===== config.mk =====
export PLATFORM = sky130hd
export DESIGN_NAME = mod_updown_counter
export DESIGN_NICKNAME = d
export VERILOG_FILES = /design/src/rtl/mod_updown_counter.sv
export SDC_FILE = /design/constraint.sdc
export NUM_CORES = 1
export LEC_CHECK = 0
export ABC_CLOCK_PERIOD_IN_PS = 3640
export BUFFER_PORTS_ARGS = -buffer_cell sky130_fd_sc_hd__buf_2
export CAP_MARGIN = 25
export CORE_MARGIN = 10
export CORE_UTILIZATION = 30
export CTS_BUF_LIST = sky130_fd_sc_hd__clkbuf_8
export CTS_CLUSTER_DIAMETER = 120
export DETAILED_ROUTE_END_ITERATION = 10
export PLACE_DENSITY_LB_ADDON = 0.2
export SLEW_MARGIN = 25
export SYNTH_ARGS = -nofsm -noshare
export SYNTH_HDL_FRONTEND = slang
export SYNTH_SLANG_ARGS = --single-unit

===== constraint.sdc =====
create_clock -name Clock -period 3.64 [get_ports Clock]
set_input_delay 0.546 -clock Clock [delete_from_list [all_inputs] [get_ports Clock]]
set_output_delay 0.546 -clock Clock [all_outputs]
set_load 0.02 [all_outputs]

===== src/rtl/mod_updown_counter.sv =====
// Modulo-N up/down counter with parallel load, synchronous clear, wrap/saturate
// mode, combinational terminal count and registered carry/borrow/load-error pulses.
module mod_updown_counter #(
  parameter int WIDTH    = 8,
  parameter int MODULUS  = 256,
  parameter int SATURATE = 0
) (
  input  logic             Clock,
  input  logic             Reset,
  input  logic             Clear,
  input  logic             En,
  input  logic             Load,
  input  logic [WIDTH-1:0] Load_Val,
  input  logic             Up_Dn,
  output logic [WIDTH-1:0] Count,
  output logic             Term,
  output logic             Carry,
  output logic             Borrow,
  output logic             Load_Err
);

  localparam logic [WIDTH-1:0] MAX = WIDTH'(MODULUS - 1);
  localparam bit               SAT = (SATURATE != 0);

  logic             at_max, at_min;
  logic [WIDTH-1:0] cnt_nxt;
  logic             cy_nxt, bw_nxt, le_nxt;

  assign at_max = (Count == MAX);
  assign at_min = (Count == '0);
  assign Term   = Up_Dn ? at_max : at_min;

  // In saturate mode the pulses mark arrival at a limit, not residence there.
  always_comb begin
    cnt_nxt = Count;
    cy_nxt  = 1'b0;
    bw_nxt  = 1'b0;
    le_nxt  = 1'b0;
    if (Clear) begin
      cnt_nxt = '0;
    end else if (Load) begin
      if (Load_Val > MAX) begin
        cnt_nxt = MAX;
        le_nxt  = 1'b1;
      end else begin
        cnt_nxt = Load_Val;
      end
    end else if (En) begin
      if (Up_Dn) begin
        if (!at_max) begin
          cnt_nxt = Count + WIDTH'(1);
          cy_nxt  = SAT && (cnt_nxt == MAX);
        end else if (!SAT) begin
          cnt_nxt = '0;
          cy_nxt  = 1'b1;
        end
      end else begin
        if (!at_min) begin
          cnt_nxt = Count - WIDTH'(1);
          bw_nxt  = SAT && (Count == WIDTH'(1));
        end else if (!SAT) begin
          cnt_nxt = MAX;
          bw_nxt  = 1'b1;
        end
      end
    end
  end

  always_ff @(posedge Clock or negedge Reset) begin
    if (!Reset) begin
      Count    <= '0;
      Carry    <= 1'b0;
      Borrow   <= 1'b0;
      Load_Err <= 1'b0;
    end else begin
      Count    <= cnt_nxt;
      Carry    <= cy_nxt;
      Borrow   <= bw_nxt;
      Load_Err <= le_nxt;
    end
  end

endmodule


Word-level counts from Yosys, hierarchy flattened
Cells that the tools add are included.

Input port bits: 14. Flip-flop bits (word level): 11. Logic and storage cells: 31. Output and inout port bits: 12.

Reductions and logical operators: 2. Magnitude comparators: 1. Equality and inequality tests: 1. Muxes and demuxes: 21. Add/sub/neg operators: 2.

Operator list (count): $mux W8 (7); $mux W1 (14); $add A8 B1 Y8 const B (1); $eq A8 B8 Y1 const B (1); $gt A8 B8 Y1 const B (1); $logic_not A8 Y1 (1); $sub A8 B1 Y8 const B (1); $reduce_bool A3 Y1 (1).

Depth between registers and ports, before layout
Gate-level depths: netlist of the first run.

Depth after elaboration: 6. Gate-level depth with buffers: 7.

Least setup slack after synthesis of the first run
OpenSTA, ideal clock, no wires.

Kind: register to output. From: register Count[0]. To: output port Term. Stages on the path, launching flop included: 7. Slack: 1741 ps. Buffers on the path: 1. Arrival time: 1353 ps. Cells stage by stage: dfrtp_1 > buf_2 > inv_1 > ha_1 > nor2b_1 > nand3_1 > nand2_1.

Word-level cells in the longest chain between the ends: 2.

RTL lines: start, declared (line 15) `output logic [WIDTH-1:0] Count,`; start signal, assigned (line 76) `Count <= cnt_nxt;`; $eq A8 B8 Y1 / $logic_not A8 Y1 (equally long branches) (line 29, 30); $mux W1 * (line 31) `assign Term = Up_Dn ? at_max : at_min;`; end, declared (line 16) `output logic Term,`.

Every way passes the cells marked *; elsewhere a longest branch is shown, timed or not.

Final worst setup path of the first run
From: register Count[2]. To: output port Term.

The elaborated chain is that of the path after synthesis.

==> summary.log, run 1 <==
INFO  cells_and_area layout_common_cells=24 x sky130_fd_sc_hd__buf_2, 10 x sky130_fd_sc_hd__dfrtp_1, 10 x sky130_fd_sc_hd__nand2_1
INFO  floorplanning  chipWidth=75.6µm
INFO  sta            finalSetupViolations=0
INFO  sta            final-max-slew-violation-count=0
INFO  sta            setup_repair_after_global_routing_missed_its_margin=false
INFO  sta            fin_tns_setup=0ns
INFO  critical_path  critPathSlowestCell=sky130_fd_sc_hd__dfrtp_1
INFO  yosys          netlist_instances=113
INFO  cells_and_area area_of_the_multi_input_gates=574µm²
INFO  floorplanning  die_h=75.6µm
INFO  global_route   global_route.overflow_total=0
INFO  critical_path  worstPathMaxFanout=11
INFO  global_route   grt_antenna_before_repair=0
INFO  cells_and_area final_common_cell=sky130_fd_sc_hd__buf_2
INFO  cells_and_area post_route_cells_drive_above_1_share=24.2%
INFO  critical_path  critPathMaxStageDelay=0.57ns
INFO  cells_and_area layout.cell_area.non_filler=1040µm²
INFO  pwr            pwr_density_cell=346nW/µm²
INFO  yosys          synth_seq_cells=10
INFO  drt            final_antenna_net_count=0
INFO  cells_and_area nFillCells=320
INFO  global_route   grt_pass1_vias=897
INFO  critical_path  path_buf_inv=1
INFO  clock_tree     cts.sink_count=10
INFO  clock_tree     post_cts_resize_count=0
INFO  yosys          yosys.area_share.adder=4.05%
INFO  critical_path  critical_path_arrival=1.67ns
INFO  clock_tree     hold_buffers=0
INFO  global_route   grt_start_max_net_pins=16
INFO  sta            post-route-min-period=2.21ns
INFO  yosys          synth_sequential_area_ratio=27.0%
INFO  place          routabilityCongestion=0.796
INFO  critical_path  cp.required=3.09ns
INFO  drt            drt_iter0_drc=29
INFO  yosys          synth_xor_xnor_area_share=6.61%
INFO  yosys          area_share_of_and_or_nand_nor_cells_after_synthesis=25.9%
INFO  sta            timing.hold.ws=0.171ns
INFO  floorplanning  core=3000µm²
INFO  place          place.port_buffers=24
INFO  cells_and_area register_cell_area_after_layout=250µm²
INFO  yosys          ys.flop_type=sky130_fd_sc_hd__dfrtp_1
INFO  global_route   grtUsageTotal=10.1%
INFO  cells_and_area area_delta_synth_final=12.4%
INFO  floorplanning  fp.dieArea=5710µm²
INFO  pwr            p_total=360µW
INFO  floorplanning  floorplan.rows=20
INFO  yosys          summed_instance_area_of_the_synthesized_netlist=927µm²
INFO  sta            maximum_clock_frequency=452MHz
INFO  yosys          net_count_after_synthesis=130
INFO  clock_tree     cts_tree=done
INFO  critical_path  crit_path_cells=nand4_1 > nor2_1 > nand3_1 > nand2_1 > buf_2
INFO  drt            detail_route.drc_violations=0
INFO  yosys          synth_compound_area_share=23.9%
INFO  clock_tree     htree_num_levels=1
INFO  critical_path  timing.critical_path.from=Count[2]$_DFFE_PN0P_
INFO  clock_tree     cts_setup_buffers=0
INFO  sta            period_share=60.8%
INFO  yosys          synth_top_area_share=27.0%
INFO  cells_and_area antenna_cells_inserted=0
INFO  sta            timing_hold_violations_final=0
INFO  drt            via_per_inst=5.70
INFO  clock_tree     cts-root-buf=sky130_fd_sc_hd__clkbuf_8
INFO  drt            firstDrtPassIters=4
INFO  cells_and_area finish.net_count=147
INFO  run_status     outcome=finished clean
INFO  critical_path  cp-end-kind=primary output
INFO  sta            worst_clock_skew=0.00110ns
INFO  global_route   global_route_wire_length_before_repair=4400µm
INFO  yosys          dominant_combinational_cell_family_by_area_after_synthesis=simple AND/OR/NAND/NOR gates
INFO  yosys          synth-edff-count=0
INFO  critical_path  cp_class=reg -> out
INFO  yosys          number_of_synthesis_warnings=0
INFO  min_path       timing.hold.worst.class=in -> async
INFO  place          detailed_place.area=1000µm²
INFO  yosys          yosys.area.top_type=sky130_fd_sc_hd__dfrtp_1
INFO  floorplanning  pin_count=26
INFO  floorplanning  initial_core_util=30.9%
INFO  yosys          post_syn_area_per_cell=8.20µm²
INFO  yosys          synth_mux_area_share=1.08%
INFO  pwr            peakVddDrop=0.159mV
INFO  clock_tree     clkSlewWorstSetupHoldPaths=0.05ns
INFO  run            drv.max_cap_violation_count=0
INFO  drt            route.vias.total=917
INFO  yosys          synth-async-reset-ratio=100%
INFO  drt            detail_route.wirelength=2630µm
INFO  drt            post_drt_wl_per_cell=16.4µm
INFO  clock_tree     worst_skew_pair.late_latency=0.24ns
INFO  pwr            leakage=0.000455µW
INFO  clock_tree     max-clock-path-buffers=2
INFO  yosys          synth.distinct_cells=40
INFO  critical_path  rr_startpoint=Count[0]$_DFFE_PN0P_
INFO  critical_path  crit_path_start_kind=flip-flop
INFO  clock_tree     tritoncts.num_buffers=3
INFO  place          post-dp-hpwl=2030µm
INFO  critical_path  worst_path_dominant_cell_family=simple AND/OR/NAND/NOR gates
INFO  yosys          netlist_top_cells_area=sky130_fd_sc_hd__dfrtp_1 27%, sky130_fd_sc_hd__buf_6 4.9%, sky130_fd_sc_hd__a21oi_1 4.3%
## per-layer routing
metal  up-vias  wire (µm)  track usage, %
li1        437          -               -
met1       438       1100            11.9
met2        36       1220            15.8
met3         6        267            4.82
met4         0         36            3.09
met5         -          0               0
## path summary, 6_finish.rpt
check | slack (ns) | end | cells past startpoint
max in group asynchronous | 3.27 | Carry$_DFF_PN0_ | 1
setup reg to reg | 1.73 | Count[0]$_DFFE_PN0P_ | 5
setup / recovery | 1.43 | Term | 5
min in group Clock | 0.55 | Count[1]$_DFFE_PN0P_ | 3
hold reg to reg | 0.67 | Carry$_DFF_PN0_ | 2
hold / removal | 0.17 | Count[4]$_DFFE_PN0P_ | 1
## cells in the mapped netlist, types with 4 or more instances
cell type / instances
sky130_fd_sc_hd__a21oi_1: 8
sky130_fd_sc_hd__buf_6: 4
sky130_fd_sc_hd__dfrtp_1: 10
sky130_fd_sc_hd__inv_1: 4
sky130_fd_sc_hd__nand2_1: 10
sky130_fd_sc_hd__nand3_1: 8
sky130_fd_sc_hd__nor2_1: 8
sky130_fd_sc_hd__nor3_1: 4
sky130_fd_sc_hd__nor3b_1: 5
sky130_fd_sc_hd__o21ai_0: 4
sky130_fd_sc_hd__xor2_1: 4
## sequential cells by signal (all words and copies together) (netlist names)
name / count
Count: 8
Borrow: 1
Carry: 1
## cell type report
class                      count  area share [%]
multi-input combinational     87            55.1
tap                           33            3.96
clock buffer                   3            3.96
sequential                    10            24.0
timing repair buffer          24            11.5
inverter                       4            1.44
## cell families (layout without fill, tap and decap cells)
family / count (synthesis) / after routing
adders and majority gates: 3 / 3
xor gates and xnor gates: 7 / 7
AOI/OAI and AO/OA: 30 / 30
other: 1 / 1
buffers and inverters: 16 / 31
muxes: 1 / 1
DFF: 10 / 10
and+or+nand+nor: 45 / 45
## power by group
| group | internal [µW] | switching (µW) | total [µW] |
|---|---|---|---|
| clock | 72.5 | 43.8 | 116 |
| sequential | 118 | 20.3 | 139 |
| combinational | 44.6 | 60.7 | 105 |
## metrics by stage
step / utilization, % / worst slack (ns) / cells
floorplan: - / 1.74 / 113
global placement: 33.3 / 1.64 / 158
detailed placement: 33.3 / 1.59 / 158
CTS: 34.7 / 1.42 / 161
global route: 34.7 / 1.31 / 161
finish: 34.7 / 1.43 / 161
(Power assumes the default switching activity.)
==> inputs of run 2 (changes only) <==
- ABC_CLOCK_PERIOD_IN_PS: 3640 -> 2250
- clock period: 3.64 -> 2.25 ns (I/O delays scaled with it)
==> run 2 against run 1 <==
Clock skew decreased by 0.00074 ns; sequential power increased by 58%; wire length increased by 4.9%; combinational power increased by 72%; power increased by 66%; clock power increased by 71%; die area unchanged; hold slack improved by 0.17 ns; critical path type unchanged; critical endpoint unchanged; largest power group unchanged.
==> summary.log, run 2 (same netlist as run 1, synthesis figures left out) <==
INFO  sta            final-max-slew-violation-count=0
INFO  cells_and_area largest_reg_flops=8
INFO  sta            timing.hold.ws=0.344ns
INFO  global_route   grt_antenna_before_repair=0
INFO  drt            route.vias.total=906
INFO  critical_path  cp.required=1.91ns
INFO  clock_tree     clkSlewWorstSetupHoldPaths=0.05ns
INFO  global_route   global_route_wire_length_before_repair=4400µm
INFO  clock_tree     tritoncts.num_buffers=3
INFO  clock_tree     worst_skew_pair.late_latency=0.24ns
INFO  sta            setup_repair_after_global_routing_missed_its_margin=false
INFO  global_route   grt_pass1_vias=845
INFO  cells_and_area largest_register=Count
INFO  critical_path  worstPathMaxFanout=11
INFO  clock_tree     cts_setup_buffers=0
INFO  floorplanning  pin_count=26
INFO  critical_path  worst_path_dominant_cell_family=simple AND/OR/NAND/NOR gates
INFO  pwr            pwr_density_cell=565nW/µm²
INFO  drt            detail_route.drc_violations=0
INFO  critical_path  worstRegToRegCells=6
INFO  cells_and_area antenna_cells_inserted=0
INFO  sta            timing_hold_violations_final=0
INFO  cells_and_area area_delta_synth_final=14.3%
INFO  min_path       whs_path_depth=3
INFO  sta            period_share=91.6%
INFO  clock_tree     cts_tree=done
INFO  drt            drt_iter0_drc=58
INFO  sta            worst_clock_skew=0.000366ns
INFO  floorplanning  chipWidth=75.6µm
INFO  sta            post-route-min-period=2.06ns
INFO  run_status     outcome=finished clean
INFO  clock_tree     cts-root-buf=sky130_fd_sc_hd__clkbuf_8
INFO  clock_tree     htree_num_levels=1
INFO  critical_path  path_buf_inv=1
INFO  drt            post_drt_wl_per_cell=16.9µm
INFO  place          placed_cells=159
INFO  floorplanning  die_h=75.6µm
INFO  critical_path  timing.reg2reg.setup_slack=0.39ns
INFO  clock_tree     cts.sink_count=10
INFO  place          post-dp-hpwl=2060µm
INFO  critical_path  cp_class=reg -> out
INFO  clock_tree     post_cts_resize_count=0
INFO  critical_path  crit_path_start_kind=flip-flop
INFO  critical_path  crit_path_cells=nand4_1 > nor2_1 > nand3_1 > nand2_1 > buf_2
INFO  critical_path  critPathSlowestCell=sky130_fd_sc_hd__dfrtp_1
INFO  min_path       timing.hold.worst.class=in -> reg
INFO  clock_tree     max-clock-path-buffers=2
INFO  floorplanning  floorplan.rows=20
INFO  floorplanning  fp.dieArea=5710µm²
INFO  drt            detail_route.wirelength=2760µm
INFO  cells_and_area final_common_cell=sky130_fd_sc_hd__buf_2
INFO  cells_and_area layout_common_cells=24 x sky130_fd_sc_hd__buf_2, 10 x sky130_fd_sc_hd__dfrtp_1, 10 x sky130_fd_sc_hd__nand2_1
INFO  sta            finalSetupViolations=0
INFO  drt            firstDrtPassIters=4
INFO  sta            maximum_clock_frequency=485MHz
INFO  cells_and_area finish.net_count=149
INFO  global_route   grtUsageTotal=10.1%
INFO  floorplanning  initial_core_util=30.9%
INFO  critical_path  cp-end-kind=primary output
INFO  pwr            leakage=0.000464µW
INFO  pwr            peakVddDrop=0.251mV
INFO  critical_path  critical_path_arrival=1.72ns
INFO  min_path       worst_hold_startpoint=Load_Val[1]
INFO  cells_and_area post_route_cells_drive_above_1_share=24.6%
INFO  floorplanning  core=3000µm²
INFO  cells_and_area stdcell_count=163
INFO  place          place.port_buffers=24
INFO  drt            via_per_inst=5.56
INFO  critical_path  critPathMaxStageDelay=0.60ns
INFO  cells_and_area largestRegisters=Count (8), Borrow (1), Carry (1)
INFO  global_route   grt_start_max_net_pins=16
INFO  drt            final_antenna_net_count=0
INFO  run            drv.max_cap_violation_count=0
INFO  sta            fin_tns_setup=0ns
INFO  min_path       min_delay_worst_endpoint=Count[1]$_DFFE_PN0P_
INFO  critical_path  rr_startpoint=Count[0]$_DFFE_PN0P_
INFO  global_route   global_route.overflow_total=0
INFO  critical_path  rr_endpoint=Count[5]$_DFFE_PN0P_
INFO  place          routabilityCongestion=0.860
INFO  clock_tree     hold_buffers=1
-- run 2: changes by cell type in the layout (fill, tap and decap cells not counted), sizes merged --
cell         before  now
buf              24   25
dlygate4sd3       0    1
-- run 2: how the worst max path moves through the flow --
stage               cells past startpoint  slack [ns]                 start                   end
finish                                  5        0.19  Count[2]$_DFFE_PN0P_                  Term
global placement                        6        0.41  Count[0]$_DFFE_PN0P_  Count[5]$_DFFE_PN0P_
CTS                                     5        0.17  Count[2]$_DFFE_PN0P_                  Term
floorplan                               7        0.48  Count[0]$_DFFE_PN0P_  Count[5]$_DFFE_PN0P_
detailed placement                      6        0.40  Count[0]$_DFFE_PN0P_  Count[5]$_DFFE_PN0P_
global route                            5        0.04  Count[2]$_DFFE_PN0P_                  Term
-- run 2: area by class of cell --
type,instances,area (µm²)
multi-input cells,87,574
repair buffers,26,138
flip-flops and latches,10,250
inverters,4,15.0
fillers,333,1940
well taps,33,41.3
clock buffers,3,41.3
-- run 2: power by group --
group / internal [µW] / switching (µW)
Combinational: 75.2 / 106
Sequential: 191 / 28.7
Clock: 118 / 79.5
-- run 2: metal layers --
metal / GRT usage [%] / up-vias / part of all wire (%)
li1: - / 442 / -
met4: 2.68 / 0 / 0.83
met3: 4.17 / 5 / 8.6
met2: 15.2 / 26 / 45
met5: 0 / - / 0
met1: 13.0 / 433 / 45
-- run 2: worst reg2reg max path: stages (launching register included) --
cell and delay, ns:
sky130_fd_sc_hd__dfrtp_1 0.52, sky130_fd_sc_hd__inv_1 0.11, sky130_fd_sc_hd__ha_1 0.23, sky130_fd_sc_hd__nor2b_1 0.15, sky130_fd_sc_hd__a31oi_2 0.34, sky130_fd_sc_hd__o21ai_0 0.15, sky130_fd_sc_hd__a31o_2 0.25
-- run 2: through the flow --
stage | total power [µW] | util [%] | setup WS [ns] | instance area (µm²)
CTS | 599 | 35.3 | 0.166 | 1060
global placement | 400 | 33.6 | 0.407 | 1010
floorplan | 358 | - | 0.475 | 927
finish | 598 | 35.3 | 0.190 | 1060
detailed placement | 402 | 33.6 | 0.405 | 1010
global route | 631 | 35.3 | 0.0404 | 1060
